$ cat src/rtl/uart_tx_serializer.sv
// Buffered UART transmitter: byte FIFO feeding an 8N1 serializer with registered line output.
// Define UART_TX_PARITY_EN to insert an even-parity bit between the data bits and the stop bit.
module uart_tx_serializer #(
  parameter int CLKS_PER_BIT = 868,
  parameter int FIFO_DEPTH   = 4
) (
  input  logic                          clk,
  input  logic                          rst,
  input  logic [31:0]                   tx_data,
  input  logic                          txValid,
  output logic                          txReady,
  output logic                          uart_txd,
  output logic                          busy,
  output logic [$clog2(FIFO_DEPTH):0]   fifo_level
);

  localparam int PW = $clog2(FIFO_DEPTH);
  localparam int LW = PW + 1;
  localparam logic [LW-1:0] FULL_LEVEL = LW'(FIFO_DEPTH);
  localparam logic [15:0]   BAUD_LAST  = 16'(CLKS_PER_BIT - 1);

  typedef enum logic [2:0] {
    IDLE,
    START,
    DATA,
    PARITY,
    STOP
  } state_t;

  state_t        state, state_next;
  logic [7:0]    mem [FIFO_DEPTH];
  logic [PW-1:0] wr_ptr, rd_ptr;
  logic [LW-1:0] level;
  logic [15:0]   baud_cnt, baud_cnt_next;
  logic [2:0]    bit_idx, bit_idx_next;
  logic [7:0]    shreg, shreg_next;
  logic          txd_next;
  logic          push, pop, baud_tc, fifo_empty;
  logic          unused_tx_data_hi;
`ifdef UART_TX_PARITY_EN
  logic          parity_bit, parity_next;
`endif

  assign unused_tx_data_hi = ^tx_data[31:8];

  assign fifo_empty = (level == '0);
  assign txReady    = (level != FULL_LEVEL);
  assign push       = txValid && txReady;
  assign baud_tc    = (baud_cnt == BAUD_LAST);
  assign fifo_level = level;
  assign busy       = (state != IDLE) || !fifo_empty;

  // Storage is not reset; level and pointers alone decide what is valid.
  always_ff @(posedge clk) begin
    if (rst && push) begin
      mem[wr_ptr] <= tx_data[7:0];
    end
  end

  always_ff @(posedge clk) begin
    if (!rst) begin
      wr_ptr <= '0;
      rd_ptr <= '0;
      level  <= '0;
    end else begin
      if (push) begin
        wr_ptr <= wr_ptr + PW'(1);
      end
      if (pop) begin
        rd_ptr <= rd_ptr + PW'(1);
      end
      case ({push, pop})
        2'b10:   level <= level + LW'(1);
        2'b01:   level <= level - LW'(1);
        default: level <= level;
      endcase
    end
  end

  always_ff @(posedge clk) begin
    if (!rst) begin
      state    <= IDLE;
      uart_txd <= 1'b1;
      baud_cnt <= '0;
      bit_idx  <= '0;
      shreg    <= '0;
`ifdef UART_TX_PARITY_EN
      parity_bit <= 1'b0;
`endif
    end else begin
      state    <= state_next;
      uart_txd <= txd_next;
      baud_cnt <= baud_cnt_next;
      bit_idx  <= bit_idx_next;
      shreg    <= shreg_next;
`ifdef UART_TX_PARITY_EN
      parity_bit <= parity_next;
`endif
    end
  end

  // The line value is derived from the next state so the start bit appears on the loading edge.
  always_comb begin
    state_next    = state;
    baud_cnt_next = baud_cnt;
    bit_idx_next  = bit_idx;
    shreg_next    = shreg;
    pop           = 1'b0;
    txd_next      = 1'b1;
`ifdef UART_TX_PARITY_EN
    parity_next   = parity_bit;
`endif

    if (state != IDLE) begin
      baud_cnt_next = baud_tc ? 16'd0 : baud_cnt + 16'd1;
    end

    case (state)
      IDLE: begin
        if (!fifo_empty) begin
          pop           = 1'b1;
          shreg_next    = mem[rd_ptr];
          bit_idx_next  = '0;
          baud_cnt_next = '0;
          state_next    = START;
`ifdef UART_TX_PARITY_EN
          parity_next   = ^mem[rd_ptr];
`endif
        end
      end
      START: begin
        if (baud_tc) begin
          state_next = DATA;
        end
      end
      DATA: begin
        if (baud_tc) begin
          if (bit_idx == 3'd7) begin
`ifdef UART_TX_PARITY_EN
            state_next = PARITY;
`else
            state_next = STOP;
`endif
          end else begin
            bit_idx_next = bit_idx + 3'd1;
            shreg_next   = {1'b0, shreg[7:1]};
          end
        end
      end
`ifdef UART_TX_PARITY_EN
      PARITY: begin
        if (baud_tc) begin
          state_next = STOP;
        end
      end
`endif
      STOP: begin
        if (baud_tc) begin
          if (!fifo_empty) begin
            pop          = 1'b1;
            shreg_next   = mem[rd_ptr];
            bit_idx_next = '0;
            state_next   = START;
`ifdef UART_TX_PARITY_EN
            parity_next  = ^mem[rd_ptr];
`endif
          end else begin
            state_next = IDLE;
          end
        end
      end
      default: begin
        state_next    = IDLE;
        baud_cnt_next = '0;
      end
    endcase

    case (state_next)
      START:   txd_next = 1'b0;
      DATA:    txd_next = shreg_next[0];
`ifdef UART_TX_PARITY_EN
      PARITY:  txd_next = parity_next;
`endif
      default: txd_next = 1'b1;
    endcase
  end

endmodule
$ cat config.mk
export PLATFORM = sky130hd
export DESIGN_NAME = uart_tx_serializer
export DESIGN_NICKNAME = d
export VERILOG_FILES = /design/src/rtl/uart_tx_serializer.sv
export SDC_FILE = /design/constraint.sdc
export NUM_CORES = 1
export LEC_CHECK = 0
export CAP_MARGIN = 10
export CORE_ASPECT_RATIO = 0.75
export CORE_UTILIZATION = 45
export DETAILED_ROUTE_END_ITERATION = 8
export HOLD_SLACK_MARGIN = 0.05
export MAX_ROUTING_LAYER = met4
export PLACE_DENSITY = 0.74
export SETUP_SLACK_MARGIN = 0.4
export SLEW_MARGIN = 10
export SYNTH_ARGS = -nofsm -noshare
export SYNTH_HDL_FRONTEND = slang
export SYNTH_SLANG_ARGS = --single-unit
$ cat constraint.sdc
create_clock -name clk -period 9.4 [get_ports clk]
set_clock_uncertainty 0.2 [all_clocks]
set_input_delay 1.88 -clock clk [delete_from_list [all_inputs] [get_ports clk]]
set_output_delay 1.88 -clock clk [all_outputs]
set_load 0.01 [all_outputs]
==> flow_summary.json <==
{
  "wirelength_um": 6030,
  "io_pins": 41,
  "tightest_slew_ns": 1.12,
  "grt_util_all_layers": 0.183,
  "p_per_area_nw_per_um2": 248,
  "finalSetupViolCount": 0,
  "drtIter0Drc": 142,
  "final_cell_count_no_fill": 405,
  "synth-seq-area-share": 0.529,
  "min_period_ns": 4.35,
  "crit_path_max_incr_delay_ns": 0.91,
  "swShare": 0.347,
  "worstPathCellList": "nor3_1, nand2_1, clkdlybuf4s50_1",
  "wire_per_inst_um": 14.9,
  "slew_headroom": 0.247,
  "fin_worst_hold_slack_ns": 0.267,
  "rows": 26,
  "status": "complete, no violations",
  "grt_overflow": 0,
  "grt_start_max_net_pins": 19,
  "antenna_found_initial": 0,
  "viasPerCell": 5.39,
  "grt_pass1_vias": 2137,
  "start_util": 0.476,
  "rsz0062_at_grt": "no",
  "crit_type": "flop to output pin",
  "ys_warn_count": 0,
  "period_share": 0.463,
  "maxSlewViolCount": 0,
  "fmax_mhz": 230,
  "setup.worst_path.start_class": "flop",
  "required_ns": 7.32,
  "critPathMaxFanout": 9,
  "ys_seq_elements": 72,
  "drive_above_1_share": 0.140,
  "clkPwrFrac": 0.251,
  "fp.dieW_um": 101,
  "layout.nets": 346,
  "die_area_um2": 7750,
  "crit_slowest_cell": "nor3_1",
  "vias": 2183,
  "gp_congestion": 0.762,
  "htree_levels": 3,
  "place_inst": 389,
  "firstDrtPassIters": 4,
  "insertedDiodeCount": 0,
  "place_area_um2": 3530,
  "worstHoldPathType": "flop to flop",
  "die_y_um": 76.5,
  "cts_tree": "done",
  "p_comb_frac": 0.306,
  "syn-num-nets": 336,
  "cp-end-kind": "output pin",
  "ir_drop_v": 0.000150,
  "final_common_cell": "dfxtp_1",
  "setup_tns_ns": 0,
  "postSynthAreaPerCell_um2": 11.4,
  "cts_sinks": 72,
  "max-cap-violations": 0,
  "clk_pin_slew_worst_paths_ns": 0.08,
  "synth_edf_count": 32,
  "synth_ff_type": "dfxtp_1",
  "cts-root-buf": "clkbuf_8",
  "core_area_um2": 6990,
  "drc": 0,
  "grt_first_pass_wirelength_um": 10400,
  "seq_power_share": 0.444,
  "io_buffer_count": 16,
  "cts_buffers": 9,
  "area_growth_pct": 11.6,
  "yosys.cell_types.count": 44,
  "final_cell_mix": "dfxtp_1, edfxtp_1, nor2_1",
  "post_cts_buffers": 0,
  "p_leak_nw": 1.25,
  "hold_violations": 0,
  "ys_async_sr_fraction": 0,
  "synthCells": 292,
  "syn_area_um2": 3330,
  "dpl.hpwl_um": 4080,
  "ant_nets": 0,
  "worstPathArrival_ns": 2.27,
  "ctsHoldBuffers": 0,
  "clockBufferDepth": 2,
  "insertion_delay_ns": 0.35,
  "cts-resized-gates": 0,
  "internal_power_mw": 0.602,
  "switching_power_mw": 0.320,
  "design_area_um2": 3710,
  "final_util": 0.531
}
metrics by stage:
stage / power [mW] / setup WS [ns]
global placement: 0.689 / 5.36
detailed placement: 0.698 / 5.31
floorplan: 0.628 / 5.77
finish: 0.922 / 5.05
global route: 0.983 / 4.88
CTS: 0.929 / 5.04
synthesized netlist by cell type, types with 5 or more instances:
library cell | instances | area, um2
o21ai_0 | 11 | 55.1
nand4_1 | 5 | 31.3
nor3_1 | 10 | 50.1
a311o_1 | 5 | 50.1
inv_1 | 13 | 48.8
edfxtp_1 | 32 | 961
nor4_1 | 9 | 56.3
and3_1 | 9 | 56.3
nand3_1 | 10 | 50.1
nor2_2 | 10 | 62.6
ha_1 | 8 | 100
mux2i_1 | 5 | 50.1
xor2_1 | 8 | 70.1
xnor2_1 | 13 | 114
clkbuf_1 | 12 | 45.0
nand2_1 | 16 | 60.1
a21oi_1 | 10 | 50.1
nor2_1 | 22 | 82.6
mux4_2 | 8 | 180
dfxtp_1 | 40 | 801
logic make-up (layout without fill, tap and decap cells):
| group | after synthesis | in the layout | synth area share |
|---|---|---|---|
| AND/OR/NAND/NOR | 107 | 107 | 0.177 |
| flip-flops | 72 | 72 | 0.529 |
| AO/OA/AOI/OAI | 40 | 40 | 0.0947 |
| buffers and inverters | 30 | 45 | 0.0387 |
| XOR/XNOR | 21 | 21 | 0.0552 |
| multiplexers | 13 | 13 | 0.0691 |
| adder cells (fa/ha/maj) | 9 | 9 | 0.0361 |
area by class of cell:
cell class	count	area [um2]
fillers	604	3280
flip-flops and latches	72	1760
multi-input cells	190	1440
repair buffers	16	160
clock buffers	9	124
well taps	98	123
clock inverters	7	58.8
inverters	13	48.8
worst paths after layout:
| check | to | slack [ns] | depth (start not counted) | from |
|---|---|---|---|---|
| min | bit_idx[2] | 0.27 | 2 | bit_idx[2] |
| max reg2reg | fifo_level[2] | 5.84 | 10 | baud_cnt[0] |
| min reg2reg | bit_idx[2] | 0.27 | 2 | bit_idx[2] |
| max | busy | 5.05 | 3 | fifo_level[0] |
power groups by stage:
| stage | clock [mW] | combinational (mW) | sequential [mW] |
|---|---|---|---|
| 2_1_floorplan | 0 | 0.230 | 0.398 |
| 3_3_place_gp | 0 | 0.274 | 0.415 |
| 3_5_place_dp | 0 | 0.281 | 0.417 |
| 4_1_cts | 0.236 | 0.283 | 0.410 |
| 5_1_grt | 0.249 | 0.316 | 0.417 |
| 6_report | 0.231 | 0.282 | 0.409 |
sequential cells by signal (all words and copies together) (netlist names), named ones only:
register,flops
baud_cnt,16
state,3
uart_txd,1
bit_idx,3
mem,32
fifo_level,3
shreg,8
wr_ptr,2
rd_ptr,2
per-layer routing:
| metal | track usage | vias to the layer above | wire, um |
|---|---|---|---|
| li1 | - | 1089 | - |
| met1 | 0.231 | 1035 | 2850 |
| met2 | 0.280 | 49 | 2850 |
| met3 | 0.0495 | 10 | 234 |
| met4 | 0.0725 | 0 | 102 |
| met5 | - | - | 0 |
critical path: cells and delay by family (launching register included):
| kind | cells | cell delay (ns) |
|---|---|---|
| and+or+nand+nor | 2 | 1.03 |
| buffers and inverters | 1 | 0.53 |
| DFF | 1 | 0.36 |
No activity file was read; power rests on OpenSTA's default activity.
